File: src/rtl/pipe_ctrl_pkg.sv
// ----------------------------------------------------------------------------
// pipe_ctrl_pkg
// Shared types and constants for the pipeline hazard controller.
//   state_t          : controller FSM states (RUN, MEM_WAIT, HALTED)
//   MEM_WAIT_MAX_DEF : default memory-wait timeout in cycles
//   REG_ADDR_W       : register-address width of the pipeline
//   WAIT_CNT_W       : width of the memory-wait counter
// Optional feature macro used by the importing top: PIPE_HAZARD_CTRL_PERF_EN
// ----------------------------------------------------------------------------
package pipe_ctrl_pkg;

    localparam int REG_ADDR_W       = 3;
    localparam int MEM_WAIT_MAX_DEF = 15;
    localparam int WAIT_CNT_W       = 8;

    typedef enum logic [1:0] {
        RUN      = 2'd0,
        MEM_WAIT = 2'd1,
        HALTED   = 2'd2
    } state_t;

    // Saturating increment for the memory-wait counter.
    function automatic logic [WAIT_CNT_W-1:0] sat_inc_cnt(input logic [WAIT_CNT_W-1:0] v);
        return (v == {WAIT_CNT_W{1'b1}}) ? v : v + 1'b1;
    endfunction

endpackage

File: src/rtl/load_use_detect.sv
// ----------------------------------------------------------------------------
// load_use_detect
// Purely combinational load-use hazard check between the ID/EX load and the
// IF/ID source operands.
// Ports:
//   i_idex_mem_read : ID/EX instruction is a load
//   i_idex_rd       : ID/EX destination register
//   i_ifid_rs/rt    : IF/ID source registers
//   i_ifid_rs_vld   : rs is actually read
//   i_ifid_rt_vld   : rt is actually read
//   o_hazard        : load-use hazard present this cycle
// ----------------------------------------------------------------------------
module load_use_detect
    import pipe_ctrl_pkg::*;
(
    input  logic                  i_idex_mem_read,
    input  logic [REG_ADDR_W-1:0] i_idex_rd,
    input  logic [REG_ADDR_W-1:0] i_ifid_rs,
    input  logic [REG_ADDR_W-1:0] i_ifid_rt,
    input  logic                  i_ifid_rs_vld,
    input  logic                  i_ifid_rt_vld,
    output logic                  o_hazard
);

    logic w_rs_match;
    logic w_rt_match;

    assign w_rs_match = i_ifid_rs_vld && (i_ifid_rs == i_idex_rd);
    assign w_rt_match = i_ifid_rt_vld && (i_ifid_rt == i_idex_rd);
    assign o_hazard   = i_idex_mem_read && (w_rs_match || w_rt_match);

endmodule

File: src/rtl/pipe_hazard_ctrl.sv
// ----------------------------------------------------------------------------
// pipe_hazard_ctrl
// Stall/flush controller for a 5-stage pipeline: load-use stalls, PC
// redirect flushes, data-memory wait with timeout, and halt freeze.
// Outputs are Mealy: decoded from the current state and current inputs.
//
// state    | meaning
// ---------+---------------------------------------------------------------
// RUN      | normal flow; load-use / redirect / memory stall decoded live
// MEM_WAIT | data memory busy; pipeline frozen until mem_done or timeout
// HALTED   | frozen after halt or memory timeout; left only by reset
//
// Ports:
//   clk, rst (sync, active-low)
//   idex_mem_read, idex_rd, ifid_rs, ifid_rt, ifid_rs_vld, ifid_rt_vld
//   branch_taken, jump, exmem_mem_en, mem_done, halt_mem
//   pc_en, ifid_en, idex_en, exmem_en, memwb_en   : register load enables
//   ifid_flush, idex_flush, exmem_flush           : load bubble
//   mem_req, halted, mem_err
//   stall_cycles, flush_events, mem_wait_cycles   : only with
//                                                   PIPE_HAZARD_CTRL_PERF_EN
// ----------------------------------------------------------------------------
module pipe_hazard_ctrl
    import pipe_ctrl_pkg::*;
#(
    parameter int MEM_WAIT_MAX = MEM_WAIT_MAX_DEF
) (
    input  logic                  clk,
    input  logic                  rst,
    input  logic                  idex_mem_read,
    input  logic [REG_ADDR_W-1:0] idex_rd,
    input  logic [REG_ADDR_W-1:0] ifid_rs,
    input  logic [REG_ADDR_W-1:0] ifid_rt,
    input  logic                  ifid_rs_vld,
    input  logic                  ifid_rt_vld,
    input  logic                  branch_taken,
    input  logic                  jump,
    input  logic                  exmem_mem_en,
    input  logic                  mem_done,
    input  logic                  halt_mem,
    output logic                  pc_en,
    output logic                  ifid_en,
    output logic                  idex_en,
    output logic                  exmem_en,
    output logic                  memwb_en,
    output logic                  ifid_flush,
    output logic                  idex_flush,
    output logic                  exmem_flush,
    output logic                  mem_req,
    output logic                  halted,
    output logic                  mem_err
`ifdef PIPE_HAZARD_CTRL_PERF_EN
    ,
    output logic [15:0]           stall_cycles,
    output logic [15:0]           flush_events,
    output logic [15:0]           mem_wait_cycles
`endif
);

    localparam logic [WAIT_CNT_W-1:0] MAX_CNT = WAIT_CNT_W'(MEM_WAIT_MAX);

    state_t                r_state;
    logic [WAIT_CNT_W-1:0] r_wait_cnt;
    logic                  r_mem_err;
    logic                  r_halted;
    logic                  r_lu_hold;

    state_t                w_nxt_state;
    logic [WAIT_CNT_W-1:0] w_nxt_cnt;
    logic                  w_set_err;
    logic                  w_hazard;
    logic                  w_redirect;
    logic                  w_run_dec;
    logic                  w_lu_taken;
    logic                  w_redir_taken;
    logic                  w_pc_en;
    logic                  w_ifid_en;
    logic                  w_idex_en;
    logic                  w_exmem_en;
    logic                  w_memwb_en;
    logic                  w_ifid_flush;
    logic                  w_idex_flush;
    logic                  w_exmem_flush;
    logic                  w_mem_req;

    load_use_detect u_load_use_detect (
        .i_idex_mem_read (idex_mem_read),
        .i_idex_rd       (idex_rd),
        .i_ifid_rs       (ifid_rs),
        .i_ifid_rt       (ifid_rt),
        .i_ifid_rs_vld   (ifid_rs_vld),
        .i_ifid_rt_vld   (ifid_rt_vld),
        .o_hazard        (w_hazard)
    );

    assign w_redirect = branch_taken || jump;

    always_comb begin
        w_pc_en       = 1'b0;
        w_ifid_en     = 1'b0;
        w_idex_en     = 1'b0;
        w_exmem_en    = 1'b0;
        w_memwb_en    = 1'b0;
        w_ifid_flush  = 1'b0;
        w_idex_flush  = 1'b0;
        w_exmem_flush = 1'b0;
        w_mem_req     = 1'b0;
        w_nxt_state   = r_state;
        w_nxt_cnt     = r_wait_cnt;
        w_set_err     = 1'b0;
        w_run_dec     = 1'b0;
        w_lu_taken    = 1'b0;
        w_redir_taken = 1'b0;

        if (!rst) begin
            // Reset holds every stage and fills the pipe with bubbles.
            w_ifid_flush  = 1'b1;
            w_idex_flush  = 1'b1;
            w_exmem_flush = 1'b1;
            w_nxt_state   = RUN;
            w_nxt_cnt     = '0;
        end else if (halt_mem) begin
            // Halt outranks everything; any pending memory access is dropped.
            w_nxt_state = HALTED;
        end else begin
            case (r_state)
                RUN: begin
                    if (exmem_mem_en && !mem_done) begin
                        w_mem_req   = 1'b1;
                        w_nxt_state = MEM_WAIT;
                        // The RUN stall cycle counts as the first wait cycle.
                        w_nxt_cnt   = WAIT_CNT_W'(1);
                    end else begin
                        w_run_dec = 1'b1;
                    end
                end
                MEM_WAIT: begin
                    if (mem_done) begin
                        w_run_dec   = 1'b1;
                        w_nxt_state = RUN;
                        w_nxt_cnt   = '0;
                    end else begin
                        w_mem_req = 1'b1;
                        w_nxt_cnt = sat_inc_cnt(r_wait_cnt);
                        if (r_wait_cnt >= MAX_CNT) begin
                            w_nxt_state = HALTED;
                            w_set_err   = 1'b1;
                        end
                    end
                end
                HALTED: begin
                    w_nxt_state = HALTED;
                end
                default: begin
                    w_nxt_state = RUN;
                end
            endcase
        end

        if (w_run_dec) begin
            w_pc_en    = 1'b1;
            w_ifid_en  = 1'b1;
            w_idex_en  = 1'b1;
            w_exmem_en = 1'b1;
            w_memwb_en = 1'b1;
            w_mem_req  = exmem_mem_en;
            if (w_redirect) begin
                w_ifid_flush  = 1'b1;
                w_idex_flush  = 1'b1;
                w_exmem_flush = 1'b1;
                w_redir_taken = 1'b1;
            end else if (w_hazard && !r_lu_hold) begin
                // r_lu_hold limits a load-use stall to a single cycle even if
                // the hazard inputs are still asserted the following cycle.
                w_pc_en      = 1'b0;
                w_ifid_en    = 1'b0;
                w_idex_flush = 1'b1;
                w_lu_taken   = 1'b1;
            end
        end
    end

    always_ff @(posedge clk) begin
        if (!rst) begin
            r_state    <= RUN;
            r_wait_cnt <= '0;
            r_mem_err  <= 1'b0;
            r_halted   <= 1'b0;
            r_lu_hold  <= 1'b0;
        end else begin
            r_state    <= w_nxt_state;
            r_wait_cnt <= w_nxt_cnt;
            r_mem_err  <= r_mem_err || w_set_err;
            r_halted   <= (w_nxt_state == HALTED);
            r_lu_hold  <= w_lu_taken;
        end
    end

    assign pc_en       = w_pc_en;
    assign ifid_en     = w_ifid_en;
    assign idex_en     = w_idex_en;
    assign exmem_en    = w_exmem_en;
    assign memwb_en    = w_memwb_en;
    assign ifid_flush  = w_ifid_flush;
    assign idex_flush  = w_idex_flush;
    assign exmem_flush = w_exmem_flush;
    assign mem_req     = w_mem_req;
    assign halted      = r_halted;
    assign mem_err     = r_mem_err;

`ifdef PIPE_HAZARD_CTRL_PERF_EN
    logic [15:0] r_stall_cycles;
    logic [15:0] r_flush_events;
    logic [15:0] r_mem_wait_cycles;

    always_ff @(posedge clk) begin
        if (!rst) begin
            r_stall_cycles    <= '0;
            r_flush_events    <= '0;
            r_mem_wait_cycles <= '0;
        end else if (r_state != HALTED) begin
            if (w_lu_taken && (r_stall_cycles != 16'hFFFF))
                r_stall_cycles <= r_stall_cycles + 16'd1;
            if (w_redir_taken && (r_flush_events != 16'hFFFF))
                r_flush_events <= r_flush_events + 16'd1;
            if ((r_state == MEM_WAIT) && (r_mem_wait_cycles != 16'hFFFF))
                r_mem_wait_cycles <= r_mem_wait_cycles + 16'd1;
        end
    end

    assign stall_cycles    = r_stall_cycles;
    assign flush_events    = r_flush_events;
    assign mem_wait_cycles = r_mem_wait_cycles;
`endif

endmodule

File: config.mk
export PLATFORM = sky130hd
export DESIGN_NAME = pipe_hazard_ctrl
export DESIGN_NICKNAME = d
export VERILOG_FILES = /design/src/rtl/pipe_ctrl_pkg.sv /design/src/rtl/load_use_detect.sv /design/src/rtl/pipe_hazard_ctrl.sv
export SDC_FILE = /design/constraint.sdc
export NUM_CORES = 1
export LEC_CHECK = 0
export ABC_AREA = 1
export CAP_MARGIN = 20
export CORE_MARGIN = 10
export CORE_UTILIZATION = 45
export CTS_BUF_LIST = sky130_fd_sc_hd__clkbuf_16
export CTS_CLUSTER_DIAMETER = 200
export CTS_CLUSTER_SIZE = 12
export DETAILED_ROUTE_END_ITERATION = 7
export PLACE_DENSITY = 0.85
export SKIP_CTS_REPAIR_TIMING = 1
export SYNTH_ARGS = -nofsm -noshare
export SYNTH_HDL_FRONTEND = slang
export SYNTH_HIERARCHICAL = 1
export SYNTH_SLANG_ARGS = --single-unit
File: constraint.sdc
create_clock -name clk -period 2.5 [get_ports clk]
set_clock_uncertainty 0.05 [all_clocks]
set_input_delay 0.75 -clock clk [delete_from_list [all_inputs] [get_ports clk]]
set_output_delay 0.75 -clock clk [all_outputs]
set_load 0.01 [all_outputs]
==> results.py, run 1 <==
metrics = {
    "power": {
        "irDropWorstVdd_uv": 388.9,
        "p_leak_nw": 0.8810,
        "switching_share_pct": 26.65,
        "cellPowerDensity_mw_per_mm2": 442.1,
        "power_w": 0.0006915,
        "comb_power_share_pct": 24.3,
        "p_int_w": 0.0005072,
        "clkPwrFrac_pct": 44.2,
        "p_sw_w": 0.0001843,
        "pwr-share-seq_pct": 31.5,
    },
    "floorplanning": {
        "dieArea_sq_mm": 0.004340,
        "fp-row-count": 16,
        "initial_core_util_pct": 47.79,
        "ioPinCount": 30,
        "die_h_um": 65.88,
        "die-width_um": 65.88,
        "core_sq_mm": 0.001982,
    },
    "global_route": {
        "antenna_found_initial": 0,
        "grt-busiest-layer": "met2",
        "groute.layer.met2.usage_pct": 25.24,
        "grt_max_degree": 9,
        "grt_overflow": 0,
        "grt_pass1_wl_mm": 4.774,
        "grt_use_met1_pct": 13.84,
        "grt_pass1_vias": 1134,
        "use_met3_pct": 2.373,
        "globalRouteTotalUtil_pct": 13.56,
    },
    "clocking": {
        "cts_root_buf": "clkbuf_16",
        "clock_latency_ns": 0.24,
        "cts_htree_levels": 1,
        "clockBufferDepth": 2,
        "path_clk_slew_ns": 0.05,
        "cts.sinks": 13,
        "numCtsBuffers": 3,
        "cts_tree": "yes",
    },
    "worst_setup_path": {
        "timing.rr.end": "halted",
        "required_ns": 1.70,
        "end_kind": "primary output",
        "path_class": "input port to primary output",
        "reg2regPathDepth": 7,
        "cp_top_family": "simple AND/OR/NAND/NOR gates",
        "rrSetupSlack_ns": 0.93,
        "critPathBufInv": 5,
        "cp-start-kind": "input port",
        "cp.arrival_ns": 1.83,
        "critPathSlowestCell": "buf_2",
        "crit_path_max_incr_delay_ns": 0.16,
        "path_max_fanout": 3,
        "r2r-start": "r_wait_cnt[1]",
        "cp_cell_sequence": "buf_8, inv_4, nand2_2, nand2_2, nor2_2, nand2_1, a21oi_2, inv_2, nor2_4, inv_2, o21ai_1, buf_2",
    },
    "route": {
        "wl_per_cell_um": 15.95,
        "first_iter_violations": 105,
        "ant_nets": 0,
        "first_pass_iters": 4,
        "drcViolationCount": 0,
        "via_per_inst": 5.339,
        "num_vias": 1244,
        "routed_wl_mm": 3.716,
    },
    "placement": {
        "hpwlAfterDp_mm": 2.223,
        "pre_cts_ws_ns": -0.9512,
        "globalplace.congestion": 0.8910,
        "numPortBuffers": 29,
    },
    "finish": {
        "drive_gt1_share_pct": 37.86,
        "mostFrequentLayoutCells": "nand2_1, inv_1, nor2_1, buf_4, dfxtp_1",
        "fillers": 113,
        "diodes": 0,
        "multi_input_area_sq_um": 603.1,
        "fin_nets": 227,
        "layout_commonest_cell": "nand2_1",
        "layout.area.seq_sq_um": 260.3,
        "syn_to_final_growth_pct": 65.13,
    },
    "synthesis": {
        "ys_ff_latch": 13,
        "yosysWarnings": 6,
        "synth_cells": 159,
        "ys_seq_area_share_pct": 27.48,
        "yosys.cell_types.count": 24,
        "synth_area_per_cell_sq_um": 5.957,
        "syn-num-nets": 179,
        "netlist_area_sq_um": 947.2,
    },
    "min_path": {
        "hold_end": "r_wait_cnt[4]",
        "hp-class": "flip-flop to flip-flop",
        "hp-start": "r_wait_cnt[4]",
        "hold_depth": 2,
    },
    "sta": {
        "finalCritPeriodShare_pct": 105.3,
        "tightest_slew_ns": 0.4103,
        "fin_crit_ns": 2.633,
        "max_slew_margin_pct": 72.44,
        "maxSlewViolCount": 0,
        "max_freq_mhz": 379.8,
        "final-setup-viol-count": 2,
        "rsz0062_at_grt": "true",
        "hold_violations": 0,
        "setup_ws_ns": -0.1329,
    },
    "flow_run": {
        "cap_viol_max_count": 0,
    },
    "status": {
        "violations": "negative setup slack",
        "status": "finished with violations",
    },
}
cell usage after synthesis, drive strengths merged:
cell type  count  area [sq um]
nand2         49         201.5
inv           33         126.4
nor2          25         106.4
dfxtp         13         260.3
a21oi         11         70.07
nand3          7         40.04
o21ai          6         33.78
buf            4         30.03
nand4          4         25.02
nor3           3         15.01
a22o           1         8.760
ha             1         12.51
nor4           1         6.260
o21bai         1         11.26
power by group through the flow:
stage / Combinational (W) / Sequential (W) / Clock [W]
floorplan: 0.0000620 / 0.000221 / 0
detailed placement: 0.000136 / 0.000221 / 0
global placement: 0.000132 / 0.000221 / 0
global route: 0.000179 / 0.000218 / 0.000312
finish: 0.000168 / 0.000218 / 0.000306
CTS: 0.000138 / 0.000217 / 0.000305
worst register-to-register path, delay by kind of cell, from the launching register on:
kind / cells / cell delay (ns)
compound gates: 2 / 0.40
simple gates: 4 / 0.49
fa+ha+maj: 1 / 0.19
flops: 1 / 0.36
kinds of logic (layout without fill, tap and decap cells):
kind of cell               after synthesis  count (layout)  share of synthesized area (%)
DFF                                     13              13                          27.48
buffers and inverters                   37              84                          16.51
AOI/OAI and AO/OA                       19              19                          13.08
adders and majority gates                1               1                          1.321
and+or+nand+nor                         89              89                          41.61
cell type report:
type                            instances  area share, %
Sequential cell                        13          16.64
Multi-Input combinational cell        109          38.56
Timing Repair Buffer                   47          29.20
Clock buffer                            3          4.800
Tap cell                               27          2.160
Clock inverter                          1         0.2400
Inverter                               33          8.400
per-layer routing:
layer,wire length [um],vias to the layer above
met3,232,23
met5,0,-
met4,227,0
met1,1373,571
met2,1883,70
li1,-,580
registers in the layout, indices dropped and copies added, names as in the netlist:
signal / count
halted: 1
mem_err: 1
r_lu_hold: 1
r_state: 2
r_wait_cnt: 8
worst max path at each step:
| stage | from | slack [ns] | to | cells after the start |
|---|---|---|---|---|
| CTS | idex_rd[0] | -0.95 | idex_flush | 12 |
| floorplan | mem_done | 0.07 | pc_en | 7 |
| detailed placement | idex_rd[0] | -0.95 | idex_flush | 12 |
| finish | idex_rd[2] | -0.13 | idex_flush | 12 |
| global route | idex_rd[2] | -0.21 | idex_flush | 12 |
| global placement | idex_rd[1] | -0.89 | idex_flush | 12 |
metrics by stage:
step	setup TNS [ns]	cells	hold slack (ns)	utilization (%)	instance area, sq um
3_5_place_dp	-6.827	224	0.4390	67.55	1339
3_3_place_gp	-6.528	224	0.4405	67.55	1339
4_1_cts	-6.935	228	0.4467	71.53	1418
6_report	-0.1440	233	0.4574	78.91	1564
2_1_floorplan	0	159	0.4196	-	947.2
5_1_grt	-0.6871	233	0.4821	78.91	1564
(Power assumes the default switching activity.)
==> run 2, diff against run 1 <==
- CAP_MARGIN: 20 -> not set
- SETUP_SLACK_MARGIN: not set -> 0.05
==> run 2 against run 1 <==
Net effect: core utilization shrank 0.63 points; register-to-register slack lost 0.02 ns; flip-flop and latch count is the same; cell area shrank 0.80%; sequential share of layout area grew 0.13 points; the flow still finishes with violations (negative setup slack); combinational power is essentially flat.
==> results.py, run 2 (synthesis results as in run 1) <==
metrics = {
    "placement": {
        "numPortBuffers": 29,
        "hpwlAfterDp_mm": 2.223,
        "globalplace.congestion": 0.8910,
        "numPlacedInstances": 224,
        "dpl_cell_area_sq_mm": 0.001339,
        "pre_cts_ws_ns": -0.9512,
    },
    "clocking": {
        "cts.sinks": 13,
        "cts_htree_levels": 1,
        "cts_root_buf": "clkbuf_16",
        "path_clk_slew_ns": 0.04,
        "cts_tree": "yes",
        "clock_latency_ns": 0.25,
        "numCtsBuffers": 3,
        "clockBufferDepth": 2,
    },
    "route": {
        "first_iter_violations": 87,
        "num_vias": 1251,
        "routed_wl_mm": 3.610,
        "wl_per_cell_um": 15.49,
        "first_pass_iters": 4,
        "ant_nets": 0,
        "drcViolationCount": 0,
        "via_per_inst": 5.369,
    },
    "min_path": {
        "hold_depth": 2,
        "hp-class": "flip-flop to flip-flop",
        "hold_end": "r_wait_cnt[4]",
        "hp-start": "r_wait_cnt[4]",
    },
    "worst_setup_path": {
        "reg2regPathDepth": 7,
        "path_class": "input port to primary output",
        "r2r-start": "r_wait_cnt[1]",
        "rrSetupSlack_ns": 0.91,
        "startpoint": "idex_rd[0]",
        "required_ns": 1.70,
        "end_kind": "primary output",
        "cp-start-kind": "input port",
        "cp.arrival_ns": 1.85,
        "timing.rr.end": "halted",
        "path_max_fanout": 4,
    },
    "global_route": {
        "globalRouteTotalUtil_pct": 13.56,
        "grt_pass1_wl_mm": 4.774,
        "grt_overflow": 0,
        "grt_pass1_vias": 1134,
        "grt_max_degree": 9,
        "antenna_found_initial": 0,
    },
    "power": {
        "cellPowerDensity_mw_per_mm2": 446.6,
        "irDropWorstVdd_uv": 391.1,
        "p_leak_nw": 0.8356,
        "power_w": 0.0006929,
    },
    "status": {
        "status": "finished with violations",
        "violations": "negative setup slack",
    },
    "finish": {
        "fin_nets": 227,
        "multi_input_area_sq_um": 606.8,
        "layout_commonest_cell": "nand2_1",
        "largest-register": "r_wait_cnt",
        "drive_gt1_share_pct": 40.29,
        "mostFrequentLayoutCells": "nand2_1, inv_1, nor2_1, buf_4, dfxtp_1",
        "final_area_sq_mm": 0.001551,
        "fillers": 114,
        "largest_reg_flops": 8,
        "reg_top3": "r_wait_cnt (8), r_state (2)",
        "stdcell_count": 233,
        "layout.area.seq_sq_um": 260.3,
        "syn_to_final_growth_pct": 63.80,
        "diodes": 0,
    },
    "sta": {
        "max_freq_mhz": 376.8,
        "tightest_slew_ns": 0.3270,
        "maxSlewViolCount": 0,
        "finalCritPeriodShare_pct": 106.2,
        "fin_crit_ns": 2.654,
        "max_slew_margin_pct": 78.03,
        "setup_ws_ns": -0.1540,
        "fin_tns_setup_ns": -0.2757,
        "final-setup-viol-count": 3,
        "rsz0062_at_grt": "true",
        "hold_violations": 0,
    },
    "floorplanning": {
        "die-width_um": 65.88,
        "die_h_um": 65.88,
        "core_sq_mm": 0.001982,
        "ioPinCount": 30,
        "fp-row-count": 16,
        "initial_core_util_pct": 47.79,
        "dieArea_sq_mm": 0.004340,
    },
    "flow_run": {
        "cap_viol_max_count": 0,
    },
}
[run 2: cell count changes in the layout (fill, tap and decap cells not counted), sizes merged]
| cell | previous run | this run |
|---|---|---|
| dlymetal6s2s | 11 | 8 |
| buf | 31 | 33 |
| clkbuf | 6 | 7 |
[run 2: worst max path at each step]
stage,cells after the start,slack (ns),endpoint
5_1_grt,12,-0.21,idex_flush
6_report,12,-0.15,idex_flush
3_3_place_gp,12,-0.89,idex_flush
2_1_floorplan,7,0.07,pc_en
4_1_cts,12,-0.95,idex_flush
3_5_place_dp,12,-0.95,idex_flush
[run 2: routing by layer]
| layer | track usage [%] | vias up | part of all wire (%) |
|---|---|---|---|
| met4 | 7.487 | 0 | 5.0 |
| met1 | 13.84 | 596 | 38 |
| li1 | - | 580 | - |
| met2 | 25.24 | 56 | 52 |
| met3 | 2.373 | 19 | 4.9 |
| met5 | 0 | - | 0 |
[run 2: through the flow]
step                      hold slack (ns)  utilization [%]
after floorplan                    0.4196                -
after global placement             0.4405            67.55
after detailed placement           0.4390            67.55
after CTS                          0.4467            71.53
after global routing               0.4884            78.28
final                              0.4522            78.28
[run 2: area by class of cell]
type                       count  area share (%)
inverter                      33           8.468
clock inverter                 1          0.2419
tap                           27           2.177
multi-input combinational    109           39.11
timing repair buffer          47           28.39
sequential                    13           16.77
clock buffer                   3           4.839
[run 2: power breakdown]
group          internal, W  total [W]  switching, W
Clock             0.000212   0.000307     0.0000953
Combinational    0.0000821   0.000168     0.0000862
Sequential        0.000213   0.000218    0.00000450
[run 2: worst max-delay path, stage by stage]
cell,delay [ns]
buf_8,0.08
inv_1,0.03
nand2_1,0.05
nand2_1,0.08
nor2_2,0.12
nand2_1,0.08
a21oi_2,0.16
inv_2,0.06
nor2_4,0.13
inv_2,0.05
o21ai_1,0.11
buf_2,0.14
==> run 3, diff against run 2 <==
- ABC_CLOCK_PERIOD_IN_PS: not set -> 2500
- PLACE_DENSITY: 0.85 -> 0.77
==> run 3 against run 2 <==
Net effect: the flow still finishes with violations (negative setup slack); count of clock-buffer cells in the layout is the same; via count shrank 13%; cell area shrank 6.4%; sequential power is essentially flat; routed wire length shrank 19%; setup slack gained 0.096 ns; global-route usage shrank 1.0 points; critical endpoint unchanged; largest power group unchanged; highest routed layer unchanged.
==> results.py, run 3 (synthesis results as in run 1) <==
metrics = {
    "sta": {
        "hold_violations": 0,
        "maxSlewViolCount": 0,
        "finalCritPeriodShare_pct": 102.3,
        "rsz0062_at_grt": "true",
        "fin_crit_ns": 2.558,
        "tightest_slew_ns": 0.3016,
        "final-setup-viol-count": 1,
        "max_freq_mhz": 391.0,
        "setup_ws_ns": -0.05758,
        "max_slew_margin_pct": 79.85,
    },
    "finish": {
        "reg_top3": "r_wait_cnt (8), r_state (2)",
        "largest-register": "r_wait_cnt",
        "fin_nets": 222,
        "drive_gt1_share_pct": 30.85,
        "layout_commonest_cell": "nand2_1",
        "diodes": 0,
        "mostFrequentLayoutCells": "nand2_1, inv_1, nor2_1, dfxtp_1, buf_4",
        "syn_to_final_growth_pct": 53.37,
        "stdcell_count": 228,
        "largest_reg_flops": 8,
    },
    "status": {
        "status": "finished with violations",
        "violations": "negative setup slack",
    },
    "min_path": {
        "hold_depth": 2,
        "hp-class": "flip-flop to flip-flop",
        "hp-start": "r_wait_cnt[4]",
    },
    "global_route": {
        "grt_pass1_wl_mm": 4.319,
        "antenna_found_initial": 0,
        "grt_overflow": 0,
        "globalRouteTotalUtil_pct": 12.54,
        "grt_max_degree": 9,
        "grt_pass1_vias": 1069,
    },
    "worst_setup_path": {
        "path_max_fanout": 3,
        "required_ns": 1.70,
        "crit_path_max_incr_delay_ns": 0.14,
        "cp.arrival_ns": 1.76,
        "cp-start-kind": "input port",
        "startpoint": "idex_rd[2]",
        "critPathMostFrequentCell": "nand2_1",
        "cp_cell_sequence": "buf_8, nand2_1, nand2_1, nor2_1, nand2_1, a21oi_2, inv_1, nor2_2, inv_1, o21ai_1, buf_2",
        "critPathSlowestCell": "buf_2",
        "r2r-start": "r_wait_cnt[0]",
        "end_kind": "primary output",
        "path_class": "input port to primary output",
        "reg2regPathDepth": 7,
    },
    "flow_run": {
        "cap_viol_max_count": 0,
    },
    "placement": {
        "hpwlAfterDp_mm": 2.209,
        "numPlacedInstances": 221,
        "pre_cts_ws_ns": -0.9603,
        "numPortBuffers": 29,
        "globalplace.congestion": 0.7996,
    },
    "clocking": {
        "numCtsBuffers": 3,
        "cts_tree": "yes",
        "clockBufferDepth": 2,
        "cts_htree_levels": 1,
        "path_clk_slew_ns": 0.04,
        "cts_root_buf": "clkbuf_16",
        "cts.sinks": 13,
        "clock_latency_ns": 0.24,
    },
    "floorplanning": {
        "fp-row-count": 16,
        "initial_core_util_pct": 47.79,
        "die_h_um": 65.88,
        "core_sq_mm": 0.001982,
        "dieArea_sq_mm": 0.004340,
        "ioPinCount": 30,
        "die-width_um": 65.88,
    },
    "route": {
        "first_iter_violations": 34,
        "wl_per_cell_um": 12.86,
        "routed_wl_mm": 2.932,
        "num_vias": 1085,
        "first_pass_iters": 4,
        "ant_nets": 0,
        "drcViolationCount": 0,
        "via_per_inst": 4.759,
    },
    "power": {
        "cellPowerDensity_mw_per_mm2": 455.6,
        "p_leak_nw": 0.8164,
        "irDropWorstVdd_uv": 423.8,
    },
}
run 3: cell count changes in the layout (fill, tap and decap cells not counted), moves of 3 or more:
cell	delta
buf_4	-4
buf_6	-3
inv_1	+6
inv_2	-5
nand2_1	+7
nand2_2	-8
run 3: final timing paths:
path	to	slack (ns)
worst max-delay path	idex_flush	-0.06
worst min register to register	r_wait_cnt[4]	0.45
worst min-delay path	r_wait_cnt[4]	0.45
worst max register to register	halted	0.97
run 3: stage by stage:
stage | hold slack, ns | TNS [ns] | area (sq um) | util [%] | total power, W
floorplan | 0.4196 | 0 | 947.2 | - | 0.0002831
global placement | 0.4359 | -5.994 | 1316 | 66.41 | 0.0003496
global route | 0.4671 | -0.3255 | 1453 | 73.30 | 0.0006848
detailed placement | 0.4424 | -6.471 | 1316 | 66.41 | 0.0003536
CTS | 0.4494 | -6.632 | 1395 | 70.39 | 0.0006530
finish | 0.4532 | -0.05758 | 1453 | 73.30 | 0.0006618
run 3: layout make-up:
cell class,count,area [sq um]
tap,27,33.78
fill,153,529.3
sequential,13,260.3
multi-input combinational,109,571.8
clock buffer,3,75.07
inverter,33,128.9
clock inverter,1,3.754
timing repair buffer,42,379.1
run 3: routing by layer:
metal  GRT usage, %  vias to the layer above  wire (um)
met5              0                        -          0
met2          25.48                       19       1726
li1               -                      566          -
met1          10.79                      496       1042
met4          5.080                        0         36
met3          3.898                        4        126
run 3: worst max-delay path, delay by kind of cell:
kind                   cells  cell delay, ns
buffers and inverters      4            0.36
AOI/OAI and AO/OA          2            0.24
and+or+nand+nor            5            0.41
run 3: report_power, final:
part	switching [W]	internal, W
clock	0.0000914	0.000211
combinational	0.0000725	0.0000695
sequential	0.00000399	0.000213
